--- src/rtl/dmem_arbiter.sv ---
// dmem_arbiter: two-port arbiter and sequencer in front of a word-addressed
// data memory (256 x 32-bit, combinational read, write on posedge clk).
// Partial (byte-enable) stores are done as read-modify-write so that the
// memory only ever sees whole-word accesses.
//
// Ports:
//   clk, reset            system clock, synchronous active-high reset
//   req0_* / rsp0_*       port 0 (core load/store unit) request/response
//   req1_* / rsp1_*       port 1 (debug/loader) request/response
//   mem_addr              word-aligned memory address (holds when idle)
//   mem_write_data        memory write data (holds when idle)
//   mem_read, mem_write   memory strobes, never both high
//   mem_read_data         combinational memory read data
//
// Optional feature macro: DMEM_ARB_ROUND_ROBIN_EN
//   defined   -> round-robin between the ports on contention
//   undefined -> fixed priority, port 0 wins
module dmem_arbiter #(
    parameter int ADDR_W = 32,
    parameter int DATA_W = 32
) (
    input  logic                clk,
    input  logic                reset,
    input  logic                req0_valid,
    output logic                req0_ready,
    input  logic [ADDR_W-1:0]   req0_addr,
    input  logic                req0_we,
    input  logic [DATA_W/8-1:0] req0_be,
    input  logic [DATA_W-1:0]   req0_wdata,
    output logic                rsp0_valid,
    output logic [DATA_W-1:0]   rsp0_rdata,
    input  logic                req1_valid,
    output logic                req1_ready,
    input  logic [ADDR_W-1:0]   req1_addr,
    input  logic                req1_we,
    input  logic [DATA_W/8-1:0] req1_be,
    input  logic [DATA_W-1:0]   req1_wdata,
    output logic                rsp1_valid,
    output logic [DATA_W-1:0]   rsp1_rdata,
    output logic [ADDR_W-1:0]   mem_addr,
    output logic [DATA_W-1:0]   mem_write_data,
    output logic                mem_read,
    output logic                mem_write,
    input  logic [DATA_W-1:0]   mem_read_data
);

    localparam int BE_W = DATA_W / 8;

    typedef enum logic [2:0] {
        IDLE,
        ACCESS,
        RMW_READ,
        RMW_WRITE,
        RESP
    } state_t;

    state_t              state;
    logic                port_q;
    logic                we_q;
    logic [BE_W-1:0]     be_q;
    logic [DATA_W-1:0]   wdata_q;
    logic                mem_read_q;
    logic                mem_write_q;

    logic                grant0;
    logic                grant1;
    logic [ADDR_W-1:0]   sel_addr;
    logic                sel_we;
    logic [BE_W-1:0]     sel_be;
    logic [DATA_W-1:0]   sel_wdata;
    logic [DATA_W-1:0]   merged;

`ifdef DMEM_ARB_ROUND_ROBIN_EN
    // Port that won the most recent grant; resets to 1 so port 0 wins
    // the first contention.
    logic last_grant;

    always_comb begin
        grant0 = req0_valid && (!req1_valid || last_grant);
        grant1 = req1_valid && !grant0;
    end
`else
    always_comb begin
        grant0 = req0_valid;
        grant1 = req1_valid && !req0_valid;
    end
`endif

    assign req0_ready = (state == IDLE) && !reset && grant0;
    assign req1_ready = (state == IDLE) && !reset && grant1;

    // Strobes are gated by reset so a write in flight never reaches the
    // memory on the reset cycle itself.
    assign mem_read  = mem_read_q  && !reset;
    assign mem_write = mem_write_q && !reset;

    always_comb begin
        sel_addr  = grant1 ? req1_addr  : req0_addr;
        sel_we    = grant1 ? req1_we    : req0_we;
        sel_be    = grant1 ? req1_be    : req0_be;
        sel_wdata = grant1 ? req1_wdata : req0_wdata;
    end

    always_comb begin
        merged = '0;
        for (int unsigned i = 0; i < BE_W; i++) begin
            merged[8*i +: 8] = be_q[i] ? wdata_q[8*i +: 8] : mem_read_data[8*i +: 8];
        end
    end

    always_ff @(posedge clk) begin
        if (reset) begin
            state          <= IDLE;
            port_q         <= 1'b0;
            we_q           <= 1'b0;
            be_q           <= '0;
            wdata_q        <= '0;
            mem_addr       <= '0;
            mem_write_data <= '0;
            mem_read_q     <= 1'b0;
            mem_write_q    <= 1'b0;
            rsp0_valid     <= 1'b0;
            rsp1_valid     <= 1'b0;
            rsp0_rdata     <= '0;
            rsp1_rdata     <= '0;
`ifdef DMEM_ARB_ROUND_ROBIN_EN
            last_grant     <= 1'b1;
`endif
        end else begin
            rsp0_valid <= 1'b0;
            rsp1_valid <= 1'b0;
            unique case (state)
                IDLE: begin
                    if (grant0 || grant1) begin
                        port_q   <= grant1;
                        we_q     <= sel_we;
                        be_q     <= sel_be;
                        wdata_q  <= sel_wdata;
                        mem_addr <= sel_addr & {{(ADDR_W-2){1'b1}}, 2'b00};
`ifdef DMEM_ARB_ROUND_ROBIN_EN
                        last_grant <= grant1;
`endif
                        if (!sel_we) begin
                            mem_read_q <= 1'b1;
                            state      <= ACCESS;
                        end else if (sel_be == '1) begin
                            mem_write_q    <= 1'b1;
                            mem_write_data <= sel_wdata;
                            state          <= ACCESS;
                        end else if (sel_be == '0) begin
                            // Nothing to store: answer straight away.
                            if (grant1) begin
                                rsp1_valid <= 1'b1;
                                rsp1_rdata <= '0;
                            end else begin
                                rsp0_valid <= 1'b1;
                                rsp0_rdata <= '0;
                            end
                            state <= RESP;
                        end else begin
                            mem_read_q <= 1'b1;
                            state      <= RMW_READ;
                        end
                    end
                end
                ACCESS: begin
                    mem_read_q  <= 1'b0;
                    mem_write_q <= 1'b0;
                    if (port_q) begin
                        rsp1_valid <= 1'b1;
                        rsp1_rdata <= we_q ? '0 : mem_read_data;
                    end else begin
                        rsp0_valid <= 1'b1;
                        rsp0_rdata <= we_q ? '0 : mem_read_data;
                    end
                    state <= RESP;
                end
                RMW_READ: begin
                    mem_read_q     <= 1'b0;
                    mem_write_q    <= 1'b1;
                    mem_write_data <= merged;
                    state          <= RMW_WRITE;
                end
                RMW_WRITE: begin
                    mem_write_q <= 1'b0;
                    if (port_q) begin
                        rsp1_valid <= 1'b1;
                        rsp1_rdata <= '0;
                    end else begin
                        rsp0_valid <= 1'b1;
                        rsp0_rdata <= '0;
                    end
                    state <= RESP;
                end
                RESP: begin
                    state <= IDLE;
                end
                default: begin
                    state <= IDLE;
                end
            endcase
        end
    end

endmodule
--- config.mk ---
export PLATFORM = sky130hd
export DESIGN_NAME = dmem_arbiter
export DESIGN_NICKNAME = d
export VERILOG_FILES = /design/src/rtl/dmem_arbiter.sv
export SDC_FILE = /design/constraint.sdc
export NUM_CORES = 1
export LEC_CHECK = 0
export BUFFER_PORTS_ARGS = -buffer_cell sky130_fd_sc_hd__buf_2
export CORE_UTILIZATION = 30
export DETAILED_ROUTE_END_ITERATION = 16
export PLACE_DENSITY = 0.63
export SLEW_MARGIN = 20
export SYNTH_ARGS = -nofsm -noshare
export SYNTH_HDL_FRONTEND = slang
export SYNTH_SLANG_ARGS = --single-unit
--- constraint.sdc ---
create_clock -name clk -period 2.28 [get_ports clk]
set_input_delay 0.114 -clock clk [delete_from_list [all_inputs] [get_ports clk]]
set_output_delay 0.114 -clock clk [all_outputs]
set_load 0.05 [all_outputs]
==> impl_table.tex, run 1 <==
\begin{tabular}{lr}
\hline
Metric & Value \\
\hline
\multicolumn{2}{l}{\textbf{Power and ir drop}} \\
\quad Power Dens Cells & 751 mW/mm\^{}2 \\
\quad Seq pwr share & 0.391 \\
\quad Switching Power & 3.26 mW \\
\quad IR drop worst, VDD & 0.537 mV \\
\quad Design internal power & 5.66 mW \\
\quad Switching share of power & 0.365 \\
\quad Clock network power share & 0.330 \\
\quad Fraction of power consumed by combinational cells & 0.279 \\
\quad Leakage power of the design & 5.47 nW \\
\multicolumn{2}{l}{\textbf{Routing}} \\
\quad \# DRC & 0 \\
\quad DRC marker count from the first detailed-route iteration & 566 \\
\quad First-pass DRT Iterations & 6 \\
\quad Routed len/inst & 17.5 um \\
\quad Final wirelength & 29,900 um \\
\quad ANT nets after route & 0 \\
\quad Average vias per placed instance & 5.01 \\
\quad Vias after detailed routing & 8,577 \\
\multicolumn{2}{l}{\textbf{Layout}} \\
\quad Cell Count, Final, Fillers Out & 1,713 \\
\quad Fraction of layout cells with a size suffix above 1 & 0.276 \\
\quad Number of nets in the layout & 1,493 \\
\quad Fill count & 2,707 \\
\quad Synthesis-to-layout area growth & 39.3\% \\
\multicolumn{2}{l}{\textbf{Timing}} \\
\quad Final-report max-slew violation count & 0 \\
\quad Total negative slack & 0 ps \\
\quad Minimum clock period & 2120 ps \\
\quad Worst-margin pin slew & 722 ps \\
\quad Worst hold slack & 24.7 ps \\
\quad Headroom to the max-slew limit & 0.518 \\
\quad Maximum achievable frequency & 471 MHz \\
\quad Setup violators final & 0 \\
\quad Fraction of the cycle the final worst path needs & 0.931 \\
\quad Unrepaired setup endpoints after global routing & false \\
\quad Hold Vio Cnt, Final & 0 \\
\quad Clock skew & 9.20 ps \\
\multicolumn{2}{l}{\textbf{Placed design}} \\
\quad IO buf count & 301 \\
\quad Routability congestion estimate from global placement & 0.818 \\
\quad Number of placed cells counting well taps & 1,580 \\
\quad Dpl hpwl & 19,400 um \\
\multicolumn{2}{l}{\textbf{Synth}} \\
\quad Proportion of netlist area held by the largest area contributor & 0.402 \\
\quad Syn avg cell area & 8.72 sq um \\
\quad Count of distinct cell types in the synthesized netlist & 43 \\
\quad Count of mapped cells out of synthesis & 978 \\
\quad Number of flip-flops and latches in the synthesized netlist & 171 \\
\quad Cell taking the most area after synthesis & sky130\_fd\_sc\_hd\_\_dfxtp\_1 \\
\quad Post-synthesis instance area & 0.00852 sq mm \\
\quad Most instantiated flip-flop cell in the synthesis netlist & sky130\_fd\_sc\_hd\_\_dfxtp\_1 \\
\quad Top post-synthesis cells by area & sky130\_fd\_sc\_hd\_\_dfxtp\_1, sky130\_fd\_sc\_hd\_\_mux2i\_1, sky130\_fd\_sc\_hd\_\_nand2b\_1 \\
\quad Synthesis warning total & 0 \\
\quad Proportion of register bits with asynchronous set or reset after synthesis & 0 \\
\quad Number of enable-type register cells in the synthesized netlist & 0 \\
\quad Seq/Total Area, Yosys & 0.402 \\
\multicolumn{2}{l}{\textbf{Floorplanning}} \\
\quad Die Y & 171 um \\
\quad Effective utilization at floorplan & 0.306 \\
\quad Boundary pin count & 308 \\
\quad Die span in x & 171 um \\
\quad Die outline area & 0.0291 sq mm \\
\quad Core footprint & 0.0279 sq mm \\
\quad Cell Rows & 61 \\
\multicolumn{2}{l}{\textbf{Critical path}} \\
\quad Data arrival time of the critical path & 2010 ps \\
\quad CP Class & reg2out \\
\quad Worst-path fanout max & 35 \\
\quad Endpoint kind of the worst setup timing path & primary output \\
\quad Required time of the critical path & 2170 ps \\
\quad CP startpoint kind & register \\
\multicolumn{2}{l}{\textbf{Global routing}} \\
\quad Overall overflow remaining after global route & 0 \\
\quad Maximum number of pins on one net before global-route repair & 108 \\
\quad Vias in the first global route & 8,065 \\
\quad Antenna violations before repair & 3 \\
\quad First-pass GRT wire length & 44,900 um \\
\quad Total GRT Usage & 0.201 \\
\multicolumn{2}{l}{\textbf{Clock network}} \\
\quad Maximum level of the CTS H-tree & 4 \\
\quad Later-pin clock latency in the skew report & 430 ps \\
\quad Clock transition time at the flip-flop clock pins of the worst setup and hold paths & 70 ps \\
\quad Root Driver & sky130\_fd\_sc\_hd\_\_clkbuf\_16 \\
\quad TritonCTS Buffers & 17 \\
\quad Clock tree from TritonCTS & built \\
\quad Num Clock Sinks & 171 \\
\quad Worst-case clock buffer depth & 2 \\
\multicolumn{2}{l}{\textbf{Job}} \\
\quad Reported max-cap violation count & 0 \\
\multicolumn{2}{l}{\textbf{Hold path}} \\
\quad Worst min path class & in2reg \\
\multicolumn{2}{l}{\textbf{Run status}} \\
\quad Outcome & finished, final reports clean \\
\hline
\end{tabular}
[metrics by stage]
step                cell area [sq um]  total power, mW  worst slack (ps)  utilization
CTS                             11900             8.99              13.0        0.426
global route                    11900             9.34              67.8        0.426
floorplan                        8540             5.20               322            -
finish                          11900             8.91               158        0.426
global placement                10300             5.86               347        0.370
detailed placement              10300             5.88               312        0.370
[worst paths after layout]
path,end,slack (ps),start,cells after the start
worst max-delay path,req0_ready,160,state[0],4
worst min-delay path,rsp1_rdata[31],20,mem_read_data[31],3
worst max register to register,mem_write_data[20],280,state[1],5
worst min register to register,mem_write_data[14],470,mem_write_data[14],2
[logic make-up after synthesis]
kind of cell           share of synthesized area
AOI/OAI and AO/OA                          0.188
buffers and inverters                     0.0550
muxes                                      0.118
DFF                                        0.402
and+or+nand+nor                            0.237
other                                   0.000440
[sequential cells by signal, summed over array words and instances (netlist names)]
name,flops
mem_write_data,32
rsp1_valid,1
rsp0_rdata,32
we_q,1
port_q,1
mem_read_q,1
rsp0_valid,1
mem_addr,30
rsp1_rdata,32
mem_write_q,1
wdata_q,32
be_q,4
state,3
[cells in the final DEF (no fill, tap or decap), types with 2 or more instances in the layout]
| cell type | n |
|---|---|
| sky130_fd_sc_hd__nor3_1 | 2 |
| sky130_fd_sc_hd__inv_1 | 2 |
| sky130_fd_sc_hd__nand3_1 | 2 |
| sky130_fd_sc_hd__a311oi_1 | 34 |
| sky130_fd_sc_hd__clkinvlp_4 | 3 |
| sky130_fd_sc_hd__buf_12 | 3 |
| sky130_fd_sc_hd__a211o_1 | 32 |
| sky130_fd_sc_hd__clkbuf_16 | 17 |
| sky130_fd_sc_hd__nor2b_1 | 34 |
| sky130_fd_sc_hd__a22oi_1 | 2 |
| sky130_fd_sc_hd__nand4b_1 | 32 |
| sky130_fd_sc_hd__conb_1 | 2 |
| sky130_fd_sc_hd__nand2_1 | 102 |
| sky130_fd_sc_hd__a211oi_1 | 66 |
| sky130_fd_sc_hd__buf_2 | 298 |
| sky130_fd_sc_hd__nand4_1 | 2 |
| sky130_fd_sc_hd__nor2_1 | 106 |
| sky130_fd_sc_hd__buf_6 | 2 |
| sky130_fd_sc_hd__clkinv_4 | 2 |
| sky130_fd_sc_hd__o21ai_0 | 6 |
| sky130_fd_sc_hd__nor4_1 | 2 |
| sky130_fd_sc_hd__buf_4 | 18 |
| sky130_fd_sc_hd__inv_8 | 4 |
| sky130_fd_sc_hd__diode_2 | 3 |
| sky130_fd_sc_hd__dfxtp_1 | 171 |
| sky130_fd_sc_hd__a21oi_1 | 2 |
| sky130_fd_sc_hd__inv_6 | 4 |
| sky130_fd_sc_hd__nand2b_1 | 97 |
| sky130_fd_sc_hd__o211ai_1 | 32 |
| sky130_fd_sc_hd__mux2i_1 | 98 |
| sky130_fd_sc_hd__o21ai_1 | 30 |
| sky130_fd_sc_hd__dlygate4sd3_1 | 98 |
[synth_stat cells, types with 2 or more instances]
library cell and number:
sky130_fd_sc_hd__a211oi_1 66, sky130_fd_sc_hd__nand3_1 2, sky130_fd_sc_hd__nor4_1 2, sky130_fd_sc_hd__inv_1 2
sky130_fd_sc_hd__buf_1 4, sky130_fd_sc_hd__nand2_1 102, sky130_fd_sc_hd__nand2b_1 97, sky130_fd_sc_hd__nand4_1 2
sky130_fd_sc_hd__buf_2 24, sky130_fd_sc_hd__o211ai_1 32, sky130_fd_sc_hd__mux2i_1 99, sky130_fd_sc_hd__buf_4 5
sky130_fd_sc_hd__a22oi_1 3, sky130_fd_sc_hd__clkbuf_1 61, sky130_fd_sc_hd__nor3b_1 2, sky130_fd_sc_hd__o21ai_1 30
sky130_fd_sc_hd__a311oi_1 34, sky130_fd_sc_hd__nor2b_1 35, sky130_fd_sc_hd__buf_6 5, sky130_fd_sc_hd__a211o_1 32
sky130_fd_sc_hd__nor3_1 3, sky130_fd_sc_hd__a21oi_1 2, sky130_fd_sc_hd__nor4b_1 2, sky130_fd_sc_hd__dfxtp_1 171
sky130_fd_sc_hd__nand4b_1 32, sky130_fd_sc_hd__o21ai_0 6, sky130_fd_sc_hd__nor2_1 107
[final cells by class]
cell class,instances,area (sq um),share of cell area
clock inverters,15,155,0.0131
flip-flops and latches,171,3420,0.288
well taps,378,473,0.0398
diodes,3,7.51,0.000632
clock buffers,17,425,0.0358
inverters,3,11.3,0.000948
multi-input cells,706,4680,0.394
repair buffers,420,2700,0.227
[critical path, cell delays in order, from the launching register on]
cell and delay (ps):
sky130_fd_sc_hd__dfxtp_1 430, sky130_fd_sc_hd__or3_1 470, sky130_fd_sc_hd__buf_6 230, sky130_fd_sc_hd__nor3b_2 180, sky130_fd_sc_hd__clkbuf_4 240
[power by group through the flow]
stage	combinational, mW	sequential (mW)	clock, mW
floorplan	1.11	4.09	0
global placement	2.32	3.54	0
detailed placement	2.34	3.55	0
CTS	2.47	3.48	3.03
global route	2.66	3.52	3.16
finish	2.48	3.48	2.94
[repair_timing]
action                     4_1_cts  5_1_grt
resized for setup                0        4
setup endpoints to repair        0        2
hold endpoints to repair        67        0
buffers inserted                 0        0
hold buffers                    98        0
[layer usage]
metal / GRT usage / vias up / part of all wire
met1: 0.267 / 4033 / 0.46
li1: - / 4175 / -
met5: 0 / - / 0
met2: 0.320 / 328 / 0.45
met4: 0.0646 / 0 / 0.025
met3: 0.0446 / 41 / 0.064
Note: power is estimated with default switching activity, not from simulation.
==> run 2, diff against run 1 <==
- CORE_UTILIZATION: 30 -> 50
- PLACE_DENSITY: 0.63 -> 0.9
==> impl_table.tex, run 2 (synthesis results as in run 1) <==
\begin{tabular}{lr}
\hline
Metric & Value \\
\hline
\multicolumn{2}{l}{\textbf{Critical path}} \\
\quad Ordered cell list for the critical path & or3\_1 -> buf\_4 -> nor3b\_2 -> clkbuf\_4 (was or3\_1 -> buf\_6 -> nor3b\_2 -> clkbuf\_4) \\
\quad Category of cells accounting for the largest share of critical-path delay & simple AND/OR/NAND/NOR gates (unchanged) \\
\quad Required time of the critical path & 2170 ps (about the same) \\
\quad Reg-to-reg startpoint & state[0] (was state[1]) \\
\quad Register-to-Register Setup Slack & 210 ps (was 280 ps) \\
\quad Destination of the worst register-to-register timing path & mem\_addr[21] (was mem\_write\_data[20]) \\
\quad Reg2reg path depth & 5 (unchanged) \\
\quad Worst-path fanout max & 35 (unchanged) \\
\quad Data arrival time of the critical path & 2080 ps (was 2010 ps) \\
\quad CP startpoint kind & register (unchanged) \\
\quad Number of buffer and inverter instances along the worst setup path & 2 (unchanged) \\
\quad Library cell contributing the largest single delay on the critical path & sky130\_fd\_sc\_hd\_\_or3\_1 (unchanged) \\
\quad Largest incremental delay on the critical path & 460 ps (was 470 ps) \\
\quad CP Class & reg2out (unchanged) \\
\quad Endpoint kind of the worst setup timing path & primary output (unchanged) \\
\quad Critical Path Source & state[0] (unchanged) \\
\multicolumn{2}{l}{\textbf{Power and ir drop}} \\
\quad Power Dens Cells & 765 mW/mm\^{}2 (was 751 mW/mm\^{}2) \\
\quad IR drop worst, VDD & 0.498 mV (was 0.537 mV) \\
\quad Leakage power of the design & 5.50 nW (was 5.47 nW) \\
\multicolumn{2}{l}{\textbf{Global routing}} \\
\quad Vias in the first global route & 8,686 (was 8,065) \\
\quad First-pass GRT wire length & 45,500 um (was 44,900 um) \\
\quad Met2 usage & 0.534 (was 0.320) \\
\quad Maximum number of pins on one net before global-route repair & 118 (was 108) \\
\quad GR met3 Demand/Resource & 0.0678 (was 0.0446) \\
\quad Overall overflow remaining after global route & 0 (unchanged) \\
\quad Antenna violations before repair & 3 (unchanged) \\
\quad Met1 usage & 0.407 (was 0.267) \\
\quad Total GRT Usage & 0.327 (was 0.201) \\
\quad Top Usage Layer GRT & met2 (unchanged) \\
\multicolumn{2}{l}{\textbf{Placed design}} \\
\quad Routability congestion estimate from global placement & 0.857 (was 0.818) \\
\quad IO buf count & 301 (unchanged) \\
\quad Setup slack after placement & 227 ps (was 312 ps) \\
\quad Dpl hpwl & 18,200 um (was 19,400 um) \\
\multicolumn{2}{l}{\textbf{Floorplanning}} \\
\quad Die Y & 133 um (was 171 um) \\
\quad Die outline area & 0.0176 sq mm (was 0.0291 sq mm) \\
\quad Cell Rows & 47 (was 61) \\
\quad Core footprint & 0.0166 sq mm (was 0.0279 sq mm) \\
\quad Boundary pin count & 308 (unchanged) \\
\quad Die span in x & 133 um (was 171 um) \\
\quad Effective utilization at floorplan & 0.512 (was 0.306) \\
\multicolumn{2}{l}{\textbf{Layout}} \\
\quad Number of nets in the layout & 1,494 (was 1,493) \\
\quad Diodes inserted & 0 (was 3) \\
\quad Commonest cells after routing, fill and taps aside & sky130\_fd\_sc\_hd\_\_buf\_2, sky130\_fd\_sc\_hd\_\_dfxtp\_1, sky130\_fd\_sc\_hd\_\_nor2\_1 (unchanged) \\
\quad Synthesis-to-layout area growth & 37.4\% (was 39.3\%) \\
\quad Fill count & 1,181 (was 2,707) \\
\quad Fraction of layout cells with a size suffix above 1 & 0.277 (was 0.276) \\
\quad Post-route core utilization & 0.704 (was 0.426) \\
\quad Most common cell after layout, fill and taps aside & sky130\_fd\_sc\_hd\_\_buf\_2 (unchanged) \\
\multicolumn{2}{l}{\textbf{Clock network}} \\
\quad Maximum level of the CTS H-tree & 4 (unchanged) \\
\quad Worst-case clock buffer depth & 2 (unchanged) \\
\quad Num Clock Sinks & 171 (unchanged) \\
\quad Post-CTS Setup Repair Bufs & 0 (unchanged) \\
\quad TritonCTS Buffers & 17 (unchanged) \\
\quad Clock tree from TritonCTS & built (unchanged) \\
\quad Later-pin clock latency in the skew report & 430 ps (about the same) \\
\quad Clock transition time at the flip-flop clock pins of the worst setup and hold paths & 70 ps (about the same) \\
\quad Root Driver & sky130\_fd\_sc\_hd\_\_clkbuf\_16 (unchanged) \\
\multicolumn{2}{l}{\textbf{Routing}} \\
\quad Average vias per placed instance & 5.74 (was 5.01) \\
\quad \# DRC & 0 (unchanged) \\
\quad Final wirelength & 29,100 um (was 29,900 um) \\
\quad Vias after detailed routing & 8,913 (was 8,577) \\
\quad Routed len/inst & 18.7 um (was 17.5 um) \\
\quad ANT nets after route & 0 (unchanged) \\
\quad First-pass DRT Iterations & 6 (unchanged) \\
\quad DRC marker count from the first detailed-route iteration & 860 (was 566) \\
\multicolumn{2}{l}{\textbf{Hold path}} \\
\quad Worst min path class & in2reg (unchanged) \\
\quad Number of cells on the worst hold path & 3 (unchanged) \\
\quad Min-Delay Startpoint & req1\_addr[3] (was mem\_read\_data[31]) \\
\quad Min-Delay Endpoint & mem\_addr[3] (was rsp1\_rdata[31]) \\
\multicolumn{2}{l}{\textbf{Timing}} \\
\quad Maximum achievable frequency & 456 MHz (was 471 MHz) \\
\quad Hold Vio Cnt, Final & 0 (unchanged) \\
\quad Total negative slack & 0 ps (unchanged) \\
\quad Setup WS post-layout & 85.3 ps (was 158 ps) \\
\quad Clock skew & 10.7 ps (was 9.20 ps) \\
\quad Setup violators final & 0 (unchanged) \\
\quad Worst-margin pin slew & 650 ps (was 722 ps) \\
\quad Final-report max-slew violation count & 0 (unchanged) \\
\quad Minimum clock period & 2190 ps (was 2120 ps) \\
\quad Worst hold slack & 44.8 ps (was 24.7 ps) \\
\quad Fraction of the cycle the final worst path needs & 0.963 (was 0.931) \\
\quad Headroom to the max-slew limit & 0.566 (was 0.518) \\
\quad Unrepaired setup endpoints after global routing & false (unchanged) \\
\multicolumn{2}{l}{\textbf{Job}} \\
\quad Reported max-cap violation count & 0 (unchanged) \\
\multicolumn{2}{l}{\textbf{Run status}} \\
\quad Outcome & finished, final reports clean (unchanged) \\
\hline
\end{tabular}
-- run 2: changes by cell type in the layout (fill, tap and decap cells not counted), sizes merged --
cell	previous run	this run
clkinvlp	3	1
clkinv	3	5
bufinv	1	2
clkbuf	18	19
inv	11	9
diode	3	0
dlygate4sd3	98	99
-- run 2: timing repair --
item,in CTS,in global routing
pin swaps,0,0
setup endpoints to repair,1,2
endpoints found under the hold margin,69,1
gates resized for setup,1,2
hold buffers,98,1
-- run 2: per-layer routing --
| layer | share of wire | wire length, um | vias to the layer above |
|---|---|---|---|
| li1 | - | - | 4170 |
| met1 | 0.40 | 11600 | 4157 |
| met2 | 0.47 | 13600 | 489 |
| met3 | 0.086 | 2500 | 97 |
| met4 | 0.047 | 1380 | 0 |
| met5 | 0 | 0 | - |
-- run 2: worst max-delay path by stage --
stage | cells after the start | endpoint
6_report | 4 | req0_ready
5_1_grt | 4 | req0_ready
4_1_cts | 4 | req1_ready
3_5_place_dp | 4 | rsp0_rdata[22]
3_3_place_gp | 4 | rsp0_rdata[5]
2_1_floorplan | 5 | req0_ready
-- run 2: worst min-delay path: stages --
cell and delay, ps:
sky130_fd_sc_hd__buf_2 100, sky130_fd_sc_hd__nand2_1 120, sky130_fd_sc_hd__a311oi_1 100
-- run 2: per-stage QoR --
stage	std cells	area (sq um)	total power [mW]
final	1553	11700	8.96
after global placement	1422	10100	5.78
after global routing	1553	11700	9.29
after floorplan	979	8540	5.20
after detailed placement	1422	10100	5.83
after CTS	1552	11700	8.92
-- run 2: area by class of cell --
type                            instances  area, sq um  share of cell area
Clock buffer                           18          439              0.0375
Timing Repair Buffer                  421         2710               0.232
Inverter                                3         11.3            0.000962
Tap cell                              220          275              0.0235
Clock inverter                         14          163              0.0139
Sequential cell                       171         3420               0.292
Multi-Input combinational cell        706         4680               0.400
-- run 2: power breakdown --
| part | total (mW) | internal (mW) | switching (mW) |
|---|---|---|---|
| Clock | 2.99 | 1.67 | 1.31 |
| Combinational | 2.49 | 0.828 | 1.66 |
| Sequential | 3.49 | 3.28 | 0.213 |
| Total | 8.96 | 5.78 | 3.18 |
==> run 3, diff against run 2 <==
- CORE_UTILIZATION: 50 -> 40
- PLACE_DENSITY: 0.9 -> 0.77
- REMOVE_ABC_BUFFERS: not set -> 1
==> impl_table.tex, run 3 (synthesis results as in run 1) <==
\begin{tabular}{lr}
\hline
Metric & Value \\
\hline
\multicolumn{2}{l}{\textbf{Layout}} \\
\quad Post-route standard cell area excluding fillers & 0.0119 sq mm (was 0.0117 sq mm) \\
\quad Number of nets in the layout & 1,503 (was 1,494) \\
\quad Commonest cells after routing, fill and taps aside & sky130\_fd\_sc\_hd\_\_buf\_2, sky130\_fd\_sc\_hd\_\_dfxtp\_1, sky130\_fd\_sc\_hd\_\_nor2\_1 (unchanged) \\
\quad Sequential cell area & 0.00342 sq mm (about the same) \\
\quad Cell Count, Final, Fillers Out & 1,618 (was 1,553) \\
\quad Most common cell after layout, fill and taps aside & sky130\_fd\_sc\_hd\_\_buf\_2 (unchanged) \\
\quad Fraction of layout cells with a size suffix above 1 & 0.280 (was 0.277) \\
\quad Fill count & 1,824 (was 1,181) \\
\quad Synthesis-to-layout area growth & 39.3\% (was 37.4\%) \\
\quad Multi-input gate area in the final layout & 0.00468 sq mm (about the same) \\
\multicolumn{2}{l}{\textbf{Clock network}} \\
\quad Maximum level of the CTS H-tree & 4 (unchanged) \\
\quad Later-pin clock latency in the skew report & 420 ps (was 430 ps) \\
\quad Worst-case clock buffer depth & 2 (unchanged) \\
\quad Clock transition time at the flip-flop clock pins of the worst setup and hold paths & 70 ps (about the same) \\
\quad Num Clock Sinks & 171 (unchanged) \\
\quad Root Driver & sky130\_fd\_sc\_hd\_\_clkbuf\_16 (unchanged) \\
\quad TritonCTS Buffers & 17 (unchanged) \\
\quad Clock tree from TritonCTS & built (unchanged) \\
\multicolumn{2}{l}{\textbf{Global routing}} \\
\quad Overall overflow remaining after global route & 0 (unchanged) \\
\quad Vias in the first global route & 8,549 (was 8,686) \\
\quad First-pass GRT wire length & 43,300 um (was 45,500 um) \\
\quad Antenna violations before repair & 0 (was 3) \\
\quad Maximum number of pins on one net before global-route repair & 100 (was 118) \\
\quad Total GRT Usage & 0.249 (was 0.327) \\
\multicolumn{2}{l}{\textbf{Critical path}} \\
\quad Worst-path fanout max & 35 (unchanged) \\
\quad Endpoint kind of the worst setup timing path & primary output (unchanged) \\
\quad CP startpoint kind & register (unchanged) \\
\quad Required time of the critical path & 2170 ps (about the same) \\
\quad Largest incremental delay on the critical path & 430 ps (was 460 ps) \\
\quad Library cell contributing the largest single delay on the critical path & sky130\_fd\_sc\_hd\_\_or3\_1 (unchanged) \\
\quad Data arrival time of the critical path & 2010 ps (was 2080 ps) \\
\quad Register-to-Register Setup Slack & 300 ps (was 210 ps) \\
\quad CP Class & reg2out (unchanged) \\
\quad Destination of the worst register-to-register timing path & mem\_write\_data[12] (was mem\_addr[21]) \\
\quad CP Capture Point & req0\_ready (unchanged) \\
\quad Reg-to-reg startpoint & state[1] (was state[0]) \\
\quad Reg2reg path depth & 5 (unchanged) \\
\quad Critical Path Source & state[0] (unchanged) \\
\quad Ordered cell list for the critical path & or3\_1 -> buf\_6 -> nor3b\_1 -> buf\_4 (was or3\_1 -> buf\_4 -> nor3b\_2 -> clkbuf\_4) \\
\multicolumn{2}{l}{\textbf{Timing}} \\
\quad Total negative slack & 0 ps (unchanged) \\
\quad Worst-margin pin slew & 699 ps (was 650 ps) \\
\quad Minimum clock period & 2130 ps (was 2190 ps) \\
\quad Clock skew & 9.57 ps (was 10.7 ps) \\
\quad Hold Vio Cnt, Final & 0 (unchanged) \\
\quad Setup violators final & 0 (unchanged) \\
\quad Headroom to the max-slew limit & 0.533 (was 0.566) \\
\quad Unrepaired setup endpoints after global routing & false (unchanged) \\
\quad Fraction of the cycle the final worst path needs & 0.932 (was 0.963) \\
\quad Final-report max-slew violation count & 0 (unchanged) \\
\quad Setup WS post-layout & 154 ps (was 85.3 ps) \\
\quad Maximum achievable frequency & 470 MHz (was 456 MHz) \\
\multicolumn{2}{l}{\textbf{Routing}} \\
\quad Average vias per placed instance & 5.38 (was 5.74) \\
\quad Routed len/inst & 17.0 um (was 18.7 um) \\
\quad First-pass DRT Iterations & 5 (was 6) \\
\quad ANT nets after route & 0 (unchanged) \\
\quad Vias after detailed routing & 8,703 (was 8,913) \\
\quad \# DRC & 0 (unchanged) \\
\quad DRC marker count from the first detailed-route iteration & 458 (was 860) \\
\quad Final wirelength & 27,500 um (was 29,100 um) \\
\multicolumn{2}{l}{\textbf{Floorplanning}} \\
\quad Boundary pin count & 308 (unchanged) \\
\quad Die Y & 148 um (was 133 um) \\
\quad Die span in x & 148 um (was 133 um) \\
\quad Die outline area & 0.0219 sq mm (was 0.0176 sq mm) \\
\quad Core footprint & 0.0210 sq mm (was 0.0166 sq mm) \\
\quad Effective utilization at floorplan & 0.407 (was 0.512) \\
\quad Cell Rows & 53 (was 47) \\
\multicolumn{2}{l}{\textbf{Placed design}} \\
\quad IO buf count & 301 (unchanged) \\
\quad Dpl hpwl & 17,100 um (was 18,200 um) \\
\quad Routability congestion estimate from global placement & 0.799 (was 0.857) \\
\quad Area after DPL & 0.0102 sq mm (was 0.0101 sq mm) \\
\quad Number of placed cells counting well taps & 1,485 (was 1,422) \\
\quad Setup slack after placement & 337 ps (was 227 ps) \\
\multicolumn{2}{l}{\textbf{Run status}} \\
\quad Outcome & finished, final reports clean (unchanged) \\
\multicolumn{2}{l}{\textbf{Power and ir drop}} \\
\quad Design internal power & 5.93 mW (was 5.78 mW) \\
\quad Fraction of power consumed by combinational cells & 0.277 (about the same) \\
\quad Switching share of power & 0.344 (was 0.355) \\
\quad Leakage power of the design & 5.56 nW (was 5.50 nW) \\
\quad Clock network power share & 0.338 (was 0.333) \\
\quad Seq pwr share & 0.386 (was 0.389) \\
\quad Power Dens Cells & 760 mW/mm\^{}2 (was 765 mW/mm\^{}2) \\
\quad IR drop worst, VDD & 0.481 mV (was 0.498 mV) \\
\quad Switching Power & 3.10 mW (was 3.18 mW) \\
\multicolumn{2}{l}{\textbf{Job}} \\
\quad Reported max-cap violation count & 0 (unchanged) \\
\multicolumn{2}{l}{\textbf{Hold path}} \\
\quad Worst min path class & in2reg (unchanged) \\
\hline
\end{tabular}
## run 3: per-stage QoR
step                total power [mW]  hold slack, ps   util
finish                          9.03            86.9  0.567
global placement                5.84             377  0.489
global route                    9.43            81.0  0.567
floorplan                       5.08             186      -
CTS                             9.08            67.2  0.566
detailed placement              5.89             384  0.489
## run 3: worst min path at each step
stage / depth (start not counted) / start / endpoint / slack [ps]
2_1_floorplan: 1 / reset / be_q[0] / 190
3_3_place_gp: 3 / req1_addr[25] / mem_addr[25] / 380
3_5_place_dp: 3 / req1_addr[26] / mem_addr[26] / 380
4_1_cts: 3 / req0_wdata[28] / wdata_q[28] / 70
5_1_grt: 3 / req1_wdata[0] / wdata_q[0] / 80
6_report: 3 / req0_wdata[28] / wdata_q[28] / 90
## run 3: critical path: cells and delay by family (launching register included)
family | cells | cell delay, ps
buffers and inverters | 2 | 480
DFF | 1 | 390
and+or+nand+nor | 2 | 700
## run 3: timing repair
action / CTS / global route
hold endpoints to repair: 84 / 0
endpoints found under the setup margin: 2 / 2
buffers inserted: 0 / 0
gates resized for setup: 3 / 2
hold buffers: 100 / 0
## run 3: power groups by stage
stage | clock [mW] | sequential [mW] | combinational (mW)
after floorplan | 0 | 4.12 | 0.955
after global placement | 0 | 3.53 | 2.30
after detailed placement | 0 | 3.55 | 2.34
after CTS | 3.11 | 3.48 | 2.49
after global routing | 3.24 | 3.52 | 2.67
final | 3.05 | 3.48 | 2.50
## run 3: final cells by class
cell class,count,area share
tap,275,0.0290
clock inverter,13,0.0136
inverter,3,0.000948
timing repair buffer,430,0.236
antenna,1,0.000211
sequential,171,0.288
multi-input combinational,706,0.394
clock buffer,19,0.0381
## run 3: per-layer routing
| metal | global-route usage | vias to the layer above | part of all wire |
|---|---|---|---|
| met2 | 0.438 | 339 | 0.50 |
| met4 | 0.112 | 0 | 0.031 |
| li1 | - | 4179 | - |
| met5 | 0 | - | 0 |
| met3 | 0.0451 | 58 | 0.052 |
| met1 | 0.292 | 4127 | 0.42 |
